===== src/rtl/calc_seq_signed.sv =====
`default_nettype none
// ============================================================================
// Module      : calc_seq_signed
// Description : Sequential signed two's-complement calculator. ADD/SUB finish
//               in one cycle; MUL (shift-and-add) and DIV (restoring) iterate
//               one bit per cycle on operand magnitudes and apply the sign
//               correction on the last iteration. Valid/ready on both sides.
// Revision    : 1.0 - initial release
// ============================================================================
module calc_seq_signed #(
    parameter int WIDTH = 8
) (
    input  logic                   clk,
    input  logic                   rst_n,
    input  logic                   in_valid,
    output logic                   in_ready,
    input  logic [1:0]             op,
    input  logic [WIDTH-1:0]       a,
    input  logic [WIDTH-1:0]       b,
    output logic                   out_valid,
    input  logic                   out_ready,
    output logic [2*WIDTH-1:0]     result,
    output logic [WIDTH-1:0]       remainder,
    output logic                   div_by_zero
);

    localparam int                 c_CNT_W    = (WIDTH > 2) ? $clog2(WIDTH) : 1;
    localparam logic [c_CNT_W-1:0] c_CNT_LAST = c_CNT_W'(WIDTH - 1);

    localparam logic [1:0] c_OP_ADD = 2'b00;
    localparam logic [1:0] c_OP_SUB = 2'b01;
    localparam logic [1:0] c_OP_MUL = 2'b10;
    localparam logic [1:0] c_OP_DIV = 2'b11;

    localparam logic [1:0] c_ST_IDLE = 2'd0;
    localparam logic [1:0] c_ST_CALC = 2'd1;
    localparam logic [1:0] c_ST_DONE = 2'd2;

    // Control state
    logic [1:0]           r_state;
    logic [c_CNT_W-1:0]   r_cnt;
    logic [1:0]           r_op;
    logic                 r_direct;     // ADD/SUB or DIV by zero: no iterations
    logic                 r_div_zero;
    logic                 r_neg_res;    // final result must be negated
    logic                 r_neg_rem;    // final remainder must be negated

    // Latched operands and iteration registers
    logic [WIDTH-1:0]     r_a;
    logic [WIDTH-1:0]     r_b;
    logic [WIDTH-1:0]     r_mag_a;      // |a| for MUL
    logic [WIDTH-1:0]     r_mag_b;      // |b| for MUL and DIV
    logic [WIDTH-1:0]     r_dvd;        // |a| shifted out MSB first for DIV
    logic [WIDTH-1:0]     r_prem;       // partial remainder magnitude
    logic [WIDTH-1:0]     r_quo;        // quotient magnitude bits so far
    logic [2*WIDTH-1:0]   r_acc;        // product accumulator

    // Registered outputs
    logic                 r_in_ready;
    logic                 r_out_valid;
    logic [2*WIDTH-1:0]   r_result;
    logic [WIDTH-1:0]     r_remainder;
    logic                 r_dbz;

    // Combinational datapath
    logic [WIDTH-1:0]     w_mag_a_in;
    logic [WIDTH-1:0]     w_mag_b_in;
    logic                 w_b_zero;
    logic                 w_accept;
    logic                 w_out_fire;
    logic [WIDTH:0]       w_sum;
    logic [2*WIDTH-1:0]   w_sum_ext;
    logic [2*WIDTH-1:0]   w_pp;
    logic [2*WIDTH-1:0]   w_acc_next;
    logic [2*WIDTH-1:0]   w_mul_final;
    logic [WIDTH:0]       w_prem_shift;
    logic [WIDTH:0]       w_prem_diff;
    logic                 w_q_bit;
    logic [WIDTH-1:0]     w_prem_next;
    logic [WIDTH-1:0]     w_quo_mag;
    logic [2*WIDTH-1:0]   w_quo_ext;
    logic [2*WIDTH-1:0]   w_div_final;
    logic [WIDTH-1:0]     w_rem_final;
    logic                 w_unused_bits;

    assign in_ready    = r_in_ready;
    assign out_valid   = r_out_valid;
    assign result      = r_result;
    assign remainder   = r_remainder;
    assign div_by_zero = r_dbz;

    assign w_accept   = (r_state == c_ST_IDLE) && in_valid && r_in_ready;
    assign w_out_fire = r_out_valid && out_ready;

    // Magnitudes are unsigned WIDTH-bit, so the most negative value maps to 2^(WIDTH-1)
    always_comb begin
        w_mag_a_in = a[WIDTH-1] ? (-a) : a;
        w_mag_b_in = b[WIDTH-1] ? (-b) : b;
        w_b_zero   = (b == '0);
    end

    // ADD/SUB at WIDTH+1 bits so the sum can never overflow, then sign-extend
    always_comb begin
        if (r_op == c_OP_SUB) begin
            w_sum = {r_a[WIDTH-1], r_a} - {r_b[WIDTH-1], r_b};
        end else begin
            w_sum = {r_a[WIDTH-1], r_a} + {r_b[WIDTH-1], r_b};
        end
        w_sum_ext = {{(WIDTH-1){w_sum[WIDTH]}}, w_sum};
    end

    // One shift-and-add step: AND-gated partial product for multiplier bit r_cnt
    always_comb begin
        w_pp        = {{WIDTH{1'b0}}, (r_mag_a & {WIDTH{r_mag_b[r_cnt]}})} << r_cnt;
        w_acc_next  = r_acc + w_pp;
        w_mul_final = r_neg_res ? (-w_acc_next) : w_acc_next;
    end

    // One restoring-division step; the partial remainder stays below |b|,
    // so the shifted value's top bit is only ever needed by the compare
    always_comb begin
        w_prem_shift = {r_prem, r_dvd[WIDTH-1]};
        w_prem_diff  = w_prem_shift - {1'b0, r_mag_b};
        w_q_bit      = (w_prem_shift >= {1'b0, r_mag_b});
        w_prem_next  = w_q_bit ? w_prem_diff[WIDTH-1:0] : w_prem_shift[WIDTH-1:0];
        w_quo_mag    = {r_quo[WIDTH-2:0], w_q_bit};
        w_quo_ext    = {{WIDTH{1'b0}}, w_quo_mag};
        w_div_final  = r_neg_res ? (-w_quo_ext) : w_quo_ext;
        w_rem_final  = r_neg_rem ? (-w_prem_next) : w_prem_next;
    end

    assign w_unused_bits = ^{w_prem_diff[WIDTH], w_prem_shift[WIDTH], r_quo[WIDTH-1]};

    // Control FSM, iteration registers and registered outputs
    always_ff @(posedge clk or negedge rst_n) begin
        if (!rst_n) begin
            r_state     <= c_ST_IDLE;
            r_cnt       <= '0;
            r_op        <= c_OP_ADD;
            r_direct    <= 1'b0;
            r_div_zero  <= 1'b0;
            r_neg_res   <= 1'b0;
            r_neg_rem   <= 1'b0;
            r_a         <= '0;
            r_b         <= '0;
            r_mag_a     <= '0;
            r_mag_b     <= '0;
            r_dvd       <= '0;
            r_prem      <= '0;
            r_quo       <= '0;
            r_acc       <= '0;
            r_in_ready  <= 1'b1;
            r_out_valid <= 1'b0;
            r_result    <= '0;
            r_remainder <= '0;
            r_dbz       <= 1'b0;
        end else begin
            case (r_state)
                c_ST_IDLE: begin
                    if (w_accept) begin
                        r_op       <= op;
                        r_a        <= a;
                        r_b        <= b;
                        r_mag_a    <= w_mag_a_in;
                        r_mag_b    <= w_mag_b_in;
                        r_dvd      <= w_mag_a_in;
                        r_prem     <= '0;
                        r_quo      <= '0;
                        r_acc      <= '0;
                        r_cnt      <= '0;
                        r_neg_res  <= a[WIDTH-1] ^ b[WIDTH-1];
                        r_neg_rem  <= a[WIDTH-1];
                        r_div_zero <= (op == c_OP_DIV) && w_b_zero;
                        r_in_ready <= 1'b0;
                        if ((op == c_OP_ADD) || (op == c_OP_SUB) ||
                            ((op == c_OP_DIV) && w_b_zero)) begin
                            r_direct <= 1'b1;
                            r_state  <= c_ST_DONE;
                        end else begin
                            r_direct <= 1'b0;
                            r_state  <= c_ST_CALC;
                        end
                    end
                end

                c_ST_CALC: begin
                    if (r_op == c_OP_MUL) begin
                        r_acc <= w_acc_next;
                    end else begin
                        r_prem <= w_prem_next;
                        r_quo  <= w_quo_mag;
                        r_dvd  <= {r_dvd[WIDTH-2:0], 1'b0};
                    end
                    r_cnt <= r_cnt + 1'b1;
                    // Last iteration commits the sign-corrected result
                    if (r_cnt == c_CNT_LAST) begin
                        if (r_op == c_OP_MUL) begin
                            r_result    <= w_mul_final;
                            r_remainder <= '0;
                        end else begin
                            r_result    <= w_div_final;
                            r_remainder <= w_rem_final;
                        end
                        r_dbz   <= 1'b0;
                        r_state <= c_ST_DONE;
                    end
                end

                c_ST_DONE: begin
                    if (!r_out_valid) begin
                        // First DONE cycle publishes the result; single-cycle ops compute it here
                        r_out_valid <= 1'b1;
                        if (r_direct) begin
                            if (r_div_zero) begin
                                r_result    <= '0;
                                r_remainder <= r_a;
                                r_dbz       <= 1'b1;
                            end else begin
                                r_result    <= w_sum_ext;
                                r_remainder <= '0;
                                r_dbz       <= 1'b0;
                            end
                        end
                    end else if (w_out_fire) begin
                        r_out_valid <= 1'b0;
                        r_in_ready  <= 1'b1;
                        r_state     <= c_ST_IDLE;
                    end
                end

                default: begin
                    r_state     <= c_ST_IDLE;
                    r_in_ready  <= 1'b1;
                    r_out_valid <= 1'b0;
                end
            endcase
        end
    end

endmodule
`default_nettype wire

===== config.mk =====
export PLATFORM = sky130hd
export DESIGN_NAME = calc_seq_signed
export DESIGN_NICKNAME = d
export VERILOG_FILES = /design/src/rtl/calc_seq_signed.sv
export SDC_FILE = /design/constraint.sdc
export NUM_CORES = 1
export LEC_CHECK = 0
export BUFFER_PORTS_ARGS = -buffer_cell sky130_fd_sc_hd__buf_2
export CAP_MARGIN = 30
export CORE_MARGIN = 4
export CORE_UTILIZATION = 25
export CTS_BUF_LIST = sky130_fd_sc_hd__clkbuf_8 sky130_fd_sc_hd__clkbuf_16
export CTS_CLUSTER_DIAMETER = 40
export DETAILED_ROUTE_END_ITERATION = 10
export PLACE_DENSITY = 0.38
export REMOVE_ABC_BUFFERS = 1
export SKIP_LAST_GASP = 1
export SYNTH_ARGS = -nofsm -noshare
export SYNTH_HDL_FRONTEND = slang
export SYNTH_SLANG_ARGS = --single-unit

===== constraint.sdc =====
create_clock -name clk -period 5.6 [get_ports clk]
set_clock_uncertainty 0.05 [all_clocks]
set_input_delay 0.28 -clock clk [delete_from_list [all_inputs] [get_ports clk]]
set_output_delay 0.28 -clock clk [all_outputs]
set_load 0.05 [all_outputs]

==> impl_metrics.json, run 1 <==
{
  "status": "finished with violations",
  "violations": "hold timing",
  "clockBufferDepth": 2,
  "worstPathMaxFanout": 20,
  "diodes": 0,
  "numPortBuffers": 48,
  "net-switching-power_mw": 2.99,
  "antenna_found_initial": 0,
  "ant_nets": 0,
  "power_frac_seq_pct": 24.7,
  "rsz0062_at_grt": "no",
  "synth_xor_area_share_pct": 6.09,
  "pwr-share-comb_pct": 63.5,
  "avgSynthCellArea_um2": 8.39,
  "worst_pin_slew_ns": 0.898,
  "drive_above_1_share_pct": 11.3,
  "cts_hold_buf": 0,
  "drtIter0Drc": 392,
  "dp.cells": 1293,
  "swShare_pct": 51.4,
  "fin_area_um2": 8370,
  "required_ns": 5.75,
  "setup_tns_ns": 0,
  "cts_tree": "yes",
  "wl_per_cell_um": 18.4,
  "grt_overflow": 0,
  "synth_top_family_by_area": "compound AO/OA/AOI/OAI gates",
  "cp.arrival_ns": 5.13,
  "synth_cells": 891,
  "postCtsSetupBuffers": 0,
  "yosysSeqAreaShare_pct": 35.5,
  "synth_simple_gate_area_share_pct": 19.5,
  "cts_buffers": 9,
  "track_usage_pct": 14.9,
  "powerDensity_nw_per_um2": 695,
  "area_growth_syn_to_layout_pct": 12.0,
  "die_w_um": 181,
  "cts_max_level": 3,
  "report.final.slew_viol_count": 0,
  "vias_per_cell": 4.84,
  "async_flop_share_pct": 100,
  "clk_pin_slew_ns": 0.07,
  "slew_headroom_pct": 40.2,
  "max_cap_violations": 0,
  "synth_fa_ha_area_share_pct": 7.67,
  "grt_pass1_vias": 6276,
  "min_period_ns": 4.99,
  "core_um2": 29600,
  "critPathKind": "flop to flop",
  "ios": 49,
  "hold_viol_final": 22,
  "post-route-period-util_pct": 89.0,
  "start_util_pct": 25.3,
  "root_buffer": "clkbuf_16",
  "clock_sinks": 106,
  "ctsResizeCount": 0,
  "dieHeight_um": 181,
  "synth_compound_area_share_pct": 22.7,
  "dr.pass1.iters": 5,
  "row_count": 63,
  "ys_warn_count": 0,
  "synth_edf_count": 0,
  "power.leakage_nw": 3.82,
  "yosysUniqueCellTypes": 73,
  "drc_errors": 0,
  "synth_mux_area_share_pct": 3.63,
  "final-instance-count-excl-fill": 1309,
  "placed_area_um2": 8060,
  "vias": 6335,
  "ir_drop_v": 0.000194,
  "cp-end-kind": "flop",
  "clk_latency_ns": 0.36,
  "finalSetupViolCount": 0,
  "synthFlopType": "dfrtp_1",
  "place_hpwl_mm": 18.4,
  "clkPwrFrac_pct": 11.8,
  "worst_setup_path_start_kind": "flop",
  "netlist_area_um2": 7480,
  "gp_congestion": 0.820,
  "grt_first_pass_wirelength_mm": 38.5,
  "grt_max_degree": 60,
  "die_area_um2": 32700,
  "fin_hold_ws_ns": -0.0437,
  "routed_wl_mm": 24.1,
  "min-delay-path-class": "input port to asynchronous set/reset pin",
  "intPower_mw": 2.83,
  "fmax_ghz": 0.201,
  "nNetsFinal": 980,
  "ys_ff_latch": 106
}
cells by family after synthesis:
logic type | count (synthesis)
mux | 25
xor+xnor | 52
buf+inv | 86
flops | 106
compound gates | 256
fa+ha+maj | 44
simple gates | 322
flip-flops by register name (all words and copies together), names as in the netlist, 2 cells and up:
register	count
r_a	7
r_acc	16
r_b	8
r_cnt	3
r_dvd	8
r_mag_a	7
r_mag_b	7
r_op	2
r_prem	8
r_quo	7
r_state	2
remainder	8
result	16
power groups by stage:
stage,Sequential [mW],Combinational [mW],Clock [mW]
finish,1.44,3.70,0.685
global route,1.50,4.16,0.742
CTS,1.44,3.72,0.711
detailed placement,1.46,3.70,0
global placement,1.46,3.71,0
floorplan,1.62,2.47,0
placed cells by master, fill, tap and decap left out, types with 4 or more instances in the layout:
cell and n:
a211o_1 4, a211oi_1 8, a21boi_0 8, a21o_1 9
a21oi_1 38, a22o_1 14, a22oi_1 7, a311oi_1 6
a31o_2 4, a31oi_1 6, and2_1 6, and3_1 4
buf_2 48, buf_4 8, clkbuf_16 9, dfrtp_1 105
ha_1 41, inv_1 44, mux2_2 7, mux2i_1 17
nand2_1 153, nand2b_1 11, nand3_1 15, nand3b_1 4
nor2_1 69, nor2b_1 13, nor3_1 14, nor3b_1 5
nor4_1 4, o2111ai_1 4, o211ai_1 8, o21a_1 4
o21ai_0 94, o31ai_1 10, or3_1 5, xnor2_1 34
xor2_1 18
synthesized netlist by cell type, types with 3 or more instances:
master     number  area [um^2]
nand3b_1        4         30.0
ha_1           41          513
nor4_1          4         25.0
a22oi_1         7         52.6
mux2i_1        17          170
inv_1          42          158
a31o_2          4         35.0
o21ai_0        94          470
a21o_1          9         67.6
and2_1          6         37.5
xor2_1         18          158
mux2_2          7         78.8
o21a_1          4         30.0
dfrtp_1       105         2630
a21oi_1        38          190
a311oi_1        6         52.6
nor3_1         14         70.1
clkbuf_8        3         41.3
nor2_1         70          263
a211o_1         4         35.0
nor3b_1         5         37.5
xnor2_1        34          298
nand2b_1       11         68.8
o211ai_1        8         60.1
a21boi_0        8         60.1
nand2_1       153          574
fa_1            3         60.1
o2111ai_1       4         35.0
and3_1          4         25.0
nand3_1        15         75.1
a31oi_1         6         37.5
clkbuf_1       36          135
or3_1           5         31.3
a22o_1         14          123
nand4_1         3         18.8
buf_2           3         15.0
nor2b_1        13         81.3
a211oi_1        8         60.1
o41ai_1         3         26.3
or2_2           3         18.8
o31ai_1        10         75.1
metrics by stage:
step	power, mW	setup WS (ns)	utilization, %	hold slack, ns
after detailed placement	5.16	0.577	27.3	0.411
after CTS	5.87	0.578	28.3	0.0222
final	5.82	0.613	28.3	-0.0437
after floorplan	4.09	1.25	-	-0.0656
after global placement	5.17	0.769	27.3	0.405
after global routing	6.41	0.0740	28.3	0.0412
area by class of cell:
cell class | instances | area (um^2)
Inverter | 42 | 158
Tap cell | 390 | 488
Multi-Input combinational cell | 699 | 4460
Clock inverter | 5 | 53.8
Sequential cell | 106 | 2650
Fill cell | 3246 | 21200
Timing Repair Buffer | 56 | 300
Clock buffer | 11 | 253
worst paths after layout:
| check | end | startpoint | slack [ns] | cells past startpoint |
|---|---|---|---|---|
| max in group asynchronous | r_a[4] | rst_n | 4.30 | 2 |
| max | result[15] | r_cnt[0] | 0.61 | 17 |
| min reg2reg | r_dvd[1] | r_dvd[1] | 0.43 | 2 |
| max reg2reg | result[15] | r_cnt[0] | 0.61 | 17 |
| min in group clk | r_op[0] | op[0] | 0.08 | 3 |
| min | r_acc[13] | rst_n | -0.04 | 1 |
critical path: stages, from the launching register on:
cell      delay (ns)
dfrtp_1         0.77
nand2_1         0.11
o211ai_1        0.11
o21ai_0         0.16
nand2b_1        0.18
and2_1          0.23
a211o_1         0.26
o21ai_0         0.24
ha_1            0.37
a21o_1          0.21
a31o_1          0.21
or2_1           0.21
o221ai_1        0.36
nand3_1         0.23
or4_4           0.54
o31ai_4         0.20
mux2i_1         0.26
a311oi_2        0.12
metal layers:
metal | up-vias | track usage, % | part of all wire (%) | wire length (um)
met5 | - | 0 | 0 | 0
met4 | 0 | 1.63 | 0.44 | 105
met3 | 7 | 2.34 | 3.1 | 748
met2 | 95 | 23.9 | 46 | 11100
met1 | 3035 | 21.9 | 51 | 12200
li1 | 3198 | - | - | -
(Power assumes the default switching activity.)
==> inputs of run 2 (changes only) <==
--- a/config.mk
+++ b/config.mk
@@ -6,13 +6,13 @@
 export NUM_CORES = 1
 export LEC_CHECK = 0
 export BUFFER_PORTS_ARGS = -buffer_cell sky130_fd_sc_hd__buf_2
-export CAP_MARGIN = 30
+export CAP_MARGIN = 5
 export CORE_MARGIN = 4
-export CORE_UTILIZATION = 25
+export CORE_UTILIZATION = 35
 export CTS_BUF_LIST = sky130_fd_sc_hd__clkbuf_8 sky130_fd_sc_hd__clkbuf_16
 export CTS_CLUSTER_DIAMETER = 40
 export DETAILED_ROUTE_END_ITERATION = 10
-export PLACE_DENSITY = 0.38
+export PLACE_DENSITY = 0.49
 export REMOVE_ABC_BUFFERS = 1
 export SKIP_LAST_GASP = 1
 export SYNTH_ARGS = -nofsm -noshare
==> run 2 against run 1 <==
The flow still finishes with violations (hold timing); largest power group unchanged; clock power up 0.9%; largest cell class unchanged; first-iteration DRC count down 7.7%; via count up 0.99%; design area down 1.7%; maximum frequency down 1.3%; die area down 27%; clock-buffer cell count unchanged; sequential power about the same; sequential share of layout area up 0.55 points.
==> impl_metrics.json, run 2 (synthesis gave the netlist of run 1 again) <==
{
  "root_buffer": "clkbuf_16",
  "hold_viol_final": 7,
  "rr_worst_depth": 17,
  "worst_pin_slew_ns": 0.984,
  "post-route-period-util_pct": 90.2,
  "drtIter0Drc": 362,
  "track_usage_pct": 18.6,
  "clock_sinks": 106,
  "power.leakage_nw": 3.82,
  "cts_max_level": 3,
  "row_count": 53,
  "min-delay-path-class": "input port to asynchronous set/reset pin",
  "dp_slack_ns": 0.607,
  "cp-end-kind": "flop",
  "grt_overflow": 0,
  "placed_area_um2": 7910,
  "routed_wl_mm": 21.9,
  "ant_nets": 0,
  "start_util_pct": 35.6,
  "nNetsFinal": 979,
  "power_mw": 5.77,
  "dr.pass1.iters": 4,
  "critPathBufInv": 0,
  "rrSetupSlack_ns": 0.55,
  "drc_errors": 0,
  "core_um2": 21000,
  "slew_headroom_pct": 34.0,
  "utilization_pct": 39.1,
  "gp_congestion": 0.838,
  "wl_per_cell_um": 18.4,
  "layout_common_cells": "153 x nand2_1, 105 x dfrtp_1, 94 x o21ai_0",
  "report.final.slew_viol_count": 0,
  "status": "finished with violations",
  "ios": 49,
  "die_area_um2": 23800,
  "critPathKind": "flop to flop",
  "vias_per_cell": 5.36,
  "grt_first_pass_wirelength_mm": 35.2,
  "worst_setup_path_start_kind": "flop",
  "place_hpwl_mm": 16.6,
  "min_period_ns": 5.05,
  "setup_slack_ns": 0.550,
  "fin_area_um2": 8230,
  "max_stage_delay_ns": 0.77,
  "powerDensity_nw_per_um2": 701,
  "numPortBuffers": 48,
  "grt_pass1_vias": 6192,
  "ctsResizeCount": 0,
  "clk_latency_ns": 0.36,
  "cts_buffers": 9,
  "postCtsSetupBuffers": 0,
  "r2r-start": "r_cnt[0]",
  "rsz0062_at_grt": "no",
  "clockBufferDepth": 2,
  "die_w_um": 154,
  "worstPathCellList": "nand2_1 > o21ai_0 > o21ai_0 > nand2b_1 > and2_1 > a211o_1 > o21ai_0 > ha_1 > a21o_1 > a31o_1 > or2_1 > o221ai_1 > nand3_1 > or4_4 > o31ai_4 > mux2i_1 > a311oi_2",
  "clk_pin_slew_ns": 0.08,
  "nFillCells": 2229,
  "setup_tns_ns": 0,
  "final_common_cell": "nand2_1",
  "required_ns": 5.75,
  "cts_hold_buf": 0,
  "finalSetupViolCount": 0,
  "fin_hold_ws_ns": -0.0132,
  "max_cap_violations": 0,
  "crit_top_cell": "o21ai_0",
  "vias": 6398,
  "fmax_ghz": 0.198,
  "crit_family": "compound AO/OA/AOI/OAI gates",
  "antenna_found_initial": 0,
  "worst_path_max_delay_cell": "dfrtp_1",
  "diodes": 0,
  "area_growth_syn_to_layout_pct": 10.0,
  "violations": "hold timing",
  "rr_endpoint": "result[15]",
  "drive_above_1_share_pct": 11.2,
  "grt_max_degree": 66,
  "cts_tree": "yes",
  "worstPathMaxFanout": 20,
  "dieHeight_um": 154,
  "ir_drop_v": 0.000243,
  "cp.arrival_ns": 5.20
}
## run 2: worst max path at each step
| stage | slack (ns) | endpoint | depth (start not counted) | start |
|---|---|---|---|---|
| floorplan | 1.25 | result[15] | 17 | r_cnt[0] |
| global placement | 0.80 | result[15] | 17 | r_cnt[0] |
| detailed placement | 0.61 | result[15] | 17 | r_cnt[0] |
| CTS | 0.61 | result[15] | 17 | r_cnt[0] |
| global route | 0.22 | result[15] | 17 | r_cnt[0] |
| finish | 0.55 | result[15] | 17 | r_cnt[0] |
## run 2: area by class of cell
cell class                 count  area, um^2  area share (%)
clock buffer                  11         253            3.07
clock inverter                 5        62.6           0.760
inverter                      42         158            1.92
multi-input combinational    699        4460            54.2
sequential                   106        2650            32.3
tap                          275         344            4.18
timing repair buffer          55         295            3.59
## run 2: power by group
| part | internal [mW] | switching [mW] |
|---|---|---|
| logic | 1.38 | 2.26 |
| registers | 1.08 | 0.366 |
| clock network | 0.376 | 0.315 |
## run 2: metrics by stage
stage	hold WS, ns	instances
floorplan	-0.0656	847
global placement	0.407	1177
detailed placement	0.413	1177
CTS	0.0364	1193
global route	0.0486	1193
finish	-0.0132	1193
## run 2: per-layer routing
metal	GRT usage, %	up-vias	wire [um]
li1	-	3195	-
met3	2.76	14	716
met5	0	-	0
met1	27.2	3060	11000
met4	3.32	0	228
met2	29.5	129	9970
## run 2: worst register-to-register path, delay by kind of cell (launching register included)
kind / cells / cell delay [ns]
adders and majority gates: 1 / 0.39
AOI/OAI and AO/OA: 9 / 1.92
muxes: 1 / 0.23
and+or+nand+nor: 6 / 1.54
DFF: 1 / 0.77
